`src/rtl/panda_risc_v_wbk_arb_pkg.sv`:
```
// Shared types for the writeback arbiter: request record, source select and rd decode.
package panda_risc_v_wbk_pkg;

  localparam int RF_ADDR_W  = 5;
  localparam int RF_NUM     = 32;
  localparam int WBK_DATA_W = 32;

  typedef struct packed {
    logic [RF_ADDR_W-1:0]  rd;
    logic [WBK_DATA_W-1:0] data;
  } wbk_req_t;

  typedef enum logic [1:0] {
    WBK_SRC_NONE,
    WBK_SRC_ALU,
    WBK_SRC_MUL
  } wbk_src_e;

  function automatic logic [RF_NUM-1:0] rd_onehot(input logic [RF_ADDR_W-1:0] rd);
    rd_onehot     = '0;
    rd_onehot[rd] = 1'b1;
  endfunction

endpackage

```
`src/rtl/panda_risc_v_wbk_arb_if.sv`:
```
// Writeback bundle: MUL and ALU result inputs, register-file write port and hazard status.
interface panda_risc_v_wbk_arb_if #(
  parameter int DATA_WIDTH = 32,
  parameter int CNT_W      = 2
);
  logic                  s_mul_valid;
  logic                  s_mul_ready;
  logic [4:0]            s_mul_rd;
  logic [DATA_WIDTH-1:0] s_mul_data;
  logic                  s_alu_valid;
  logic                  s_alu_ready;
  logic                  s_alu_wen;
  logic [4:0]            s_alu_rd;
  logic [DATA_WIDTH-1:0] s_alu_data;
  logic                  m_rf_wen;
  logic [4:0]            m_rf_waddr;
  logic [DATA_WIDTH-1:0] m_rf_wdata;
  logic [31:0]           pend_rd_mask;
  logic [CNT_W-1:0]      mul_buf_cnt;

  modport slave (
    input  s_mul_valid, s_mul_rd, s_mul_data,
    input  s_alu_valid, s_alu_wen, s_alu_rd, s_alu_data,
    output s_mul_ready, s_alu_ready,
    output m_rf_wen, m_rf_waddr, m_rf_wdata, pend_rd_mask, mul_buf_cnt
  );

  modport master (
    output s_mul_valid, s_mul_rd, s_mul_data,
    output s_alu_valid, s_alu_wen, s_alu_rd, s_alu_data,
    input  s_mul_ready, s_alu_ready,
    input  m_rf_wen, m_rf_waddr, m_rf_wdata, pend_rd_mask, mul_buf_cnt
  );
endinterface

```
`src/rtl/panda_risc_v_wbk_fifo.sv`:
```
// Synchronous FIFO for pending multiplier results; per-entry valid bits and contents are
// exposed so the parent can build the pending-rd hazard mask.
module panda_risc_v_wbk_fifo
  import panda_risc_v_wbk_pkg::*;
#(
  parameter int  DEPTH = 2,
  parameter type T     = wbk_req_t
) (
  input  logic                   i_clk,
  input  logic                   i_rst,
  input  logic                   i_push,
  input  T                       i_push_data,
  input  logic                   i_pop,
  output T                       o_head,
  output logic                   o_full,
  output logic                   o_empty,
  output logic [$clog2(DEPTH):0] o_cnt,
  output logic [DEPTH-1:0]       o_ent_vld,
  output T                       o_ent [DEPTH]
);
  localparam int AW = $clog2(DEPTH);
  localparam int CW = AW + 1;

  T                r_mem [DEPTH];
  logic [DEPTH-1:0] r_vld;
  logic [AW-1:0]    r_wptr;
  logic [AW-1:0]    r_rptr;
  logic [CW-1:0]    r_cnt;
  logic             w_do_push;
  logic             w_do_pop;

  assign o_full    = (r_cnt == CW'(DEPTH));
  assign o_empty   = (r_cnt == '0);
  assign w_do_push = i_push && !o_full;
  assign w_do_pop  = i_pop && !o_empty;

  always_ff @(posedge i_clk) begin
    if (i_rst) begin
      r_wptr <= '0;
      r_rptr <= '0;
      r_cnt  <= '0;
      r_vld  <= '0;
    end else begin
      // push and pop never touch the same slot: full blocks push, empty blocks pop
      if (w_do_push) begin
        r_vld[r_wptr] <= 1'b1;
        r_wptr        <= r_wptr + AW'(1);
      end
      if (w_do_pop) begin
        r_vld[r_rptr] <= 1'b0;
        r_rptr        <= r_rptr + AW'(1);
      end
      case ({w_do_push, w_do_pop})
        2'b10:   r_cnt <= r_cnt + CW'(1);
        2'b01:   r_cnt <= r_cnt - CW'(1);
        default: r_cnt <= r_cnt;
      endcase
    end
  end

  always_ff @(posedge i_clk) begin
    if (w_do_push) r_mem[r_wptr] <= i_push_data;
  end

  assign o_head    = r_mem[r_rptr];
  assign o_cnt     = r_cnt;
  assign o_ent_vld = r_vld;
  assign o_ent     = r_mem;

endmodule

```
`src/rtl/panda_risc_v_wbk_arb.sv`:
```
// Writeback arbiter: ALU results have priority over buffered MUL results, with a
// starvation counter that forces a MUL write after STARVE_TH consecutive ALU wins.
module panda_risc_v_wbk_arb
  import panda_risc_v_wbk_pkg::*;
#(
  parameter int MUL_BUF_DEPTH = 2,
  parameter int STARVE_TH     = 4,
  parameter int DATA_WIDTH    = 32
) (
  input  logic                        i_clk,
  input  logic                        i_rst,
  panda_risc_v_wbk_arb_if.slave       bus
);
  localparam int CNT_W = $clog2(MUL_BUF_DEPTH) + 1;

  typedef struct packed {
    logic [RF_ADDR_W-1:0]  rd;
    logic [DATA_WIDTH-1:0] data;
  } req_t;

  req_t                     w_push_req;
  req_t                     w_head;
  req_t                     w_ent [MUL_BUF_DEPTH];
  logic [MUL_BUF_DEPTH-1:0] w_ent_vld;
  logic                     w_full;
  logic                     w_empty;
  logic [CNT_W-1:0]         w_cnt;
  logic                     w_push;
  logic                     w_pop;
  logic                     w_force_mul;
  wbk_src_e                 w_src;
  logic [RF_NUM-1:0]        w_mask;

  logic [3:0]               r_starve;
  logic                     r_wen;
  logic [RF_ADDR_W-1:0]     r_waddr;
  logic [DATA_WIDTH-1:0]    r_wdata;
  logic                     r_mul_out;

  // x0 results are consumed here and never occupy a buffer slot
  assign w_push     = bus.s_mul_valid && !w_full && (bus.s_mul_rd != '0);
  assign w_push_req = '{rd: bus.s_mul_rd, data: bus.s_mul_data};

  panda_risc_v_wbk_fifo #(
    .DEPTH (MUL_BUF_DEPTH),
    .T     (req_t)
  ) u_fifo (
    .i_clk       (i_clk),
    .i_rst       (i_rst),
    .i_push      (w_push),
    .i_push_data (w_push_req),
    .i_pop       (w_pop),
    .o_head      (w_head),
    .o_full      (w_full),
    .o_empty     (w_empty),
    .o_cnt       (w_cnt),
    .o_ent_vld   (w_ent_vld),
    .o_ent       (w_ent)
  );

  always_comb begin
    w_force_mul = !w_empty && (r_starve == 4'(STARVE_TH));
    w_src       = WBK_SRC_NONE;
    if (bus.s_alu_valid && !w_force_mul) w_src = WBK_SRC_ALU;
    else if (!w_empty)                   w_src = WBK_SRC_MUL;
  end

  assign w_pop = (w_src == WBK_SRC_MUL);

  always_ff @(posedge i_clk) begin
    if (i_rst || w_empty || w_pop) begin
      r_starve <= '0;
    end else if ((w_src == WBK_SRC_ALU) && (r_starve != 4'(STARVE_TH))) begin
      r_starve <= r_starve + 4'd1;
    end
  end

  // address/data hold when nothing wins so the write port does not toggle needlessly
  always_ff @(posedge i_clk) begin
    if (i_rst) begin
      r_wen     <= 1'b0;
      r_waddr   <= '0;
      r_wdata   <= '0;
      r_mul_out <= 1'b0;
    end else begin
      case (w_src)
        WBK_SRC_ALU: begin
          r_wen     <= bus.s_alu_wen && (bus.s_alu_rd != '0);
          r_waddr   <= bus.s_alu_rd;
          r_wdata   <= bus.s_alu_data;
          r_mul_out <= 1'b0;
        end
        WBK_SRC_MUL: begin
          r_wen     <= 1'b1;
          r_waddr   <= w_head.rd;
          r_wdata   <= w_head.data;
          r_mul_out <= 1'b1;
        end
        default: begin
          r_wen     <= 1'b0;
          r_mul_out <= 1'b0;
        end
      endcase
    end
  end

  always_comb begin
    w_mask = r_mul_out ? rd_onehot(r_waddr) : '0;
    for (int i = 0; i < MUL_BUF_DEPTH; i++) begin
      if (w_ent_vld[i]) w_mask = w_mask | rd_onehot(w_ent[i].rd);
    end
  end

  assign bus.s_mul_ready  = !w_full;
  assign bus.s_alu_ready  = !w_force_mul;
  assign bus.m_rf_wen     = r_wen;
  assign bus.m_rf_waddr   = r_waddr;
  assign bus.m_rf_wdata   = r_wdata;
  assign bus.pend_rd_mask = w_mask;
  assign bus.mul_buf_cnt  = w_cnt;

endmodule

```
`src/flat_wrapper.sv`:
```
// flat-port wrapper written by rule: the top's interface ports become plain ports
module panda_risc_v_wbk_arb_flat import panda_risc_v_wbk_pkg::*;
#(
  parameter int MUL_BUF_DEPTH = 2,
  parameter int STARVE_TH     = 4,
  parameter int DATA_WIDTH    = 32
)
  (i_clk, i_rst, bus_s_mul_valid, bus_s_mul_rd, bus_s_mul_data, bus_s_alu_valid, bus_s_alu_wen, bus_s_alu_rd, bus_s_alu_data, bus_s_mul_ready, bus_s_alu_ready, bus_m_rf_wen, bus_m_rf_waddr, bus_m_rf_wdata, bus_pend_rd_mask, bus_mul_buf_cnt);
  panda_risc_v_wbk_arb_if #(.DATA_WIDTH(DATA_WIDTH), .CNT_W(($clog2((2)) + 1))) bus_i ();
  input  logic i_clk;
  input  logic i_rst;
  input wire logic [$bits(bus_i.s_mul_valid)-1:0] bus_s_mul_valid;
  input wire logic [$bits(bus_i.s_mul_rd)-1:0] bus_s_mul_rd;
  input wire logic [$bits(bus_i.s_mul_data)-1:0] bus_s_mul_data;
  input wire logic [$bits(bus_i.s_alu_valid)-1:0] bus_s_alu_valid;
  input wire logic [$bits(bus_i.s_alu_wen)-1:0] bus_s_alu_wen;
  input wire logic [$bits(bus_i.s_alu_rd)-1:0] bus_s_alu_rd;
  input wire logic [$bits(bus_i.s_alu_data)-1:0] bus_s_alu_data;
  output wire logic [$bits(bus_i.s_mul_ready)-1:0] bus_s_mul_ready;
  output wire logic [$bits(bus_i.s_alu_ready)-1:0] bus_s_alu_ready;
  output wire logic [$bits(bus_i.m_rf_wen)-1:0] bus_m_rf_wen;
  output wire logic [$bits(bus_i.m_rf_waddr)-1:0] bus_m_rf_waddr;
  output wire logic [$bits(bus_i.m_rf_wdata)-1:0] bus_m_rf_wdata;
  output wire logic [$bits(bus_i.pend_rd_mask)-1:0] bus_pend_rd_mask;
  output wire logic [$bits(bus_i.mul_buf_cnt)-1:0] bus_mul_buf_cnt;
  assign bus_i.s_mul_valid = bus_s_mul_valid;
  assign bus_i.s_mul_rd = bus_s_mul_rd;
  assign bus_i.s_mul_data = bus_s_mul_data;
  assign bus_i.s_alu_valid = bus_s_alu_valid;
  assign bus_i.s_alu_wen = bus_s_alu_wen;
  assign bus_i.s_alu_rd = bus_s_alu_rd;
  assign bus_i.s_alu_data = bus_s_alu_data;
  assign bus_s_mul_ready = bus_i.s_mul_ready;
  assign bus_s_alu_ready = bus_i.s_alu_ready;
  assign bus_m_rf_wen = bus_i.m_rf_wen;
  assign bus_m_rf_waddr = bus_i.m_rf_waddr;
  assign bus_m_rf_wdata = bus_i.m_rf_wdata;
  assign bus_pend_rd_mask = bus_i.pend_rd_mask;
  assign bus_mul_buf_cnt = bus_i.mul_buf_cnt;
  panda_risc_v_wbk_arb #(.MUL_BUF_DEPTH(MUL_BUF_DEPTH), .STARVE_TH(STARVE_TH), .DATA_WIDTH(DATA_WIDTH)) u_core (.i_clk(i_clk), .i_rst(i_rst), .bus(bus_i));
endmodule
```
`config.mk`:
```
export PLATFORM = sky130hd
export DESIGN_NAME = panda_risc_v_wbk_arb_flat
export DESIGN_NICKNAME = d
export VERILOG_FILES = /design/src/rtl/panda_risc_v_wbk_arb_pkg.sv /design/src/rtl/panda_risc_v_wbk_arb_if.sv /design/src/rtl/panda_risc_v_wbk_fifo.sv /design/src/rtl/panda_risc_v_wbk_arb.sv /design/src/flat_wrapper.sv
export SDC_FILE = /design/constraint.sdc
export NUM_CORES = 1
export LEC_CHECK = 0
export CORE_AREA = 2 2 107 109
export CTS_CLUSTER_SIZE = 20
export DETAILED_ROUTE_END_ITERATION = 16
export DIE_AREA = 0 0 109 111
export GPL_ROUTABILITY_DRIVEN = 0
export PLACE_DENSITY_LB_ADDON = 0.12
export SYNTH_ARGS = -nofsm -noshare
export SYNTH_HDL_FRONTEND = slang
export SYNTH_SLANG_ARGS = --single-unit
```
`constraint.sdc`:
```
create_clock -name i_clk -period 6.25 [get_ports i_clk]
set_clock_uncertainty 0.2 [all_clocks]
set_input_delay 1.25 -clock i_clk [delete_from_list [all_inputs] [get_ports i_clk]]
set_output_delay 1.25 -clock i_clk [all_outputs]
set_load 0.005 [all_outputs]
```
==> results.toml <==
[clocking]
worstSkewPairLatency_ns = 0.41
cts_tree = "built"
postCtsSetupRepairBufs = 0
cts.reportedPaths.clkPinSlew_ns = 0.05
clockRootBuffer = "clkbuf_16"
cts_buffer_depth = 2
cts_hold_repair.buffers = 0
htree_levels = 4
clock-sinks = 123
post_cts_resized = 0
numCtsBuffers = 17

[yosys]
synth_area_per_cell_um2 = 11.2
yosysTopAreaCell = "edfxtp_1"
synth.net_count = 579
syn_inst = 497
synth.top_cell.area_share = 0.399
yosys_warnings = 0
seq_area_frac_synth = 0.575
synth-seq-cells = 123
syn_area_um2 = 5580
synthTopCellsByArea = "edfxtp_1, dfxtp_1, mux2_2"
yosys.cell_types.count = 43

[sta]
clock.fmax_ghz = 0.268
setup_violations = 0
drv_slew = 0
fin_crit_sh = 0.596
fin_crit_ns = 3.73
rsz0062_at_grt = "false"
worst_slew_margin_rel = 0.194
worst_pin_slew_ns = 1.21
hold_viol_final = 0
setup_tns_ns = 0
layout_setup_ws_ns = 2.52

[placement]
io_buffers = 152
pre_cts_slack_ns = 2.60
dpl.hpwl_um = 9380

[global_routing]
overflow = 0
grt_max_degree = 41
antenna_found_initial = 0
grt_pass1_vias = 4499
grt.total_usage = 0.242
grt_pass1_wl_um = 22400

[final_layout]
num_antenna_cells = 0
areaGrowthSynthToFinish_pct = 39.2
drive_gt1_frac = 0.124
fin_util = 0.701
final_nets = 724

[critical_path]
critPathCaptureType = "output pin"
crit_chain = "nand2_1 -> nor2_1 -> a22oi_1 -> nand2_1 -> clkdlybuf4s50_1"
crit_slowest_cell = "nor2_1"
worst-setup-path-type = "register to output pin"
critPathMaxStageDelay_ns = 0.51
critPathRequiredTime_ns = 4.80
crit_fanout = 8
crit_arrival_ns = 2.28
cp_num_buf_inv = 1
crit_family = "simple AND/OR/NAND/NOR gates"
critPathLaunchType = "register"
cpMostUsedCell = "nand2_1"

[detailed_routing]
drt_iter0_drc = 280
ant_nets = 0
detail_route.vias_per_cell = 5.60
first_pass_iters = 5
route.met2.wl_um = 7070
wl_um = 14300
wirelength_met1_um = 5740
drc = 0
dr.max_layer_used = "met4"
wl_met3_um = 1240
via_count = 4466
wl_per_cell_um = 17.9

[power_and_ir_drop]
powerDensity_nw_per_um2 = 380
max-vdd-ir-drop_mv = 0.218
leakagePower_nw = 2.81
p_total_mw = 2.95

[floorplanning]
die_h_um = 111
core-area_um2 = 11100
die-area_um2 = 12100
die_width_um = 109
initial_core_util = 0.503
rows = 39
io_pins = 153

[run_status]
status = "finished clean"

[hold_path]
min_path_type = "register to register"

[run]
drv_cap = 0
routing by layer:
| layer | track usage | up-vias |
|---|---|---|
| li1 | - | 2102 |
| met1 | 0.303 | 2110 |
| met2 | 0.399 | 229 |
| met3 | 0.0641 | 25 |
| met4 | 0.0880 | 0 |
| met5 | 0 | - |
power breakdown:
part           internal (mW)  switching, mW
logic                  0.393          0.358
registers               1.04          0.140
clock network          0.668          0.350
total                   2.10          0.848
final cells by class:
cell class,count,area (µm²)
repair buffers,153,1530
multi-input cells,339,2190
fillers,851,3320
clock buffers,18,429
clock inverters,14,193
inverters,8,35.0
well taps,143,179
flip-flops and latches,123,3200
synth_stat cells (all sizes together):
master and n:
nand2b 2, a22oi 30, mux2 37, mux2i 25
a21oi 19, nor3b 12, o221a 1, nand2 108
nor3 4, nor2 19, xor2 2, or3 1
nand4 1, o211ai 2, o21ai 47, nand3 1
dfxtp 49, o21a 2, and3b 6, edfxtp 74
and3 6, nand3b 1, buf 12, or4 2
or2 1, clkbuf 15, a222oi 2, ha 3
inv 8, a211oi 1, xnor2 4
sequential cells by signal (all words and copies together) (netlist names), 2 cells and up:
register and cells:
u_core.u_fifo.o_ent_vld 2, u_core.bus.m_rf_wdata 32, u_core.u_fifo.o_cnt 2, u_core.u_fifo.o_ent 74
u_core.r_starve 4, u_core.bus.m_rf_waddr 5
per-stage QoR:
stage | instance area, µm² | cells | hold slack (ns)
finish | 7760 | 798 | 0.245
CTS | 7760 | 798 | 0.248
global placement | 7140 | 766 | 0.235
floorplan | 5580 | 497 | 0.230
detailed placement | 7140 | 766 | 0.240
global route | 7760 | 798 | 0.278
final timing paths:
path                            cells after the start                        to                      from  slack [ns]
worst max-delay path                                5       bus_pend_rd_mask[5]  u_core.bus.m_rf_waddr[0]        2.52
worst min-delay path                                2  u_core.bus.m_rf_wdata[3]  u_core.bus.m_rf_wdata[3]        0.25
worst max register to register                      6    u_core.u_fifo.o_cnt[1]    u_core.u_fifo.o_cnt[0]        3.61
worst min register to register                      2  u_core.bus.m_rf_wdata[3]  u_core.bus.m_rf_wdata[3]        0.25
worst register-to-register path, cell delays in order, from the launching register on:
cell     delay [ns]
dfxtp_1        0.42
or2_1          0.63
nand2_4        0.14
inv_6          0.35
ha_1           0.33
or3_1          0.35
a21oi_1        0.14
placed cells by master, fill, tap and decap left out, types with 18 or more instances in the layout:
master,Yosys,routed
mux2_2,37,37
a22oi_1,30,30
nand2_1,107,107
o21ai_0,28,28
mux2i_1,25,25
a21oi_1,19,19
edfxtp_1,74,74
dfxtp_1,49,48
o21ai_1,18,18
clkdlybuf4s50_1,0,152
kinds of logic after synthesis:
logic type,Yosys count,synth area share
AND/OR/NAND/NOR,164,0.139
flip-flops,123,0.575
AO/OA/AOI/OAI,104,0.116
multiplexers,62,0.120
buffers and inverters,35,0.0346
XOR/XNOR,6,0.00943
adder cells (fa/ha/maj),3,0.00673
(Power assumes the default switching activity.)
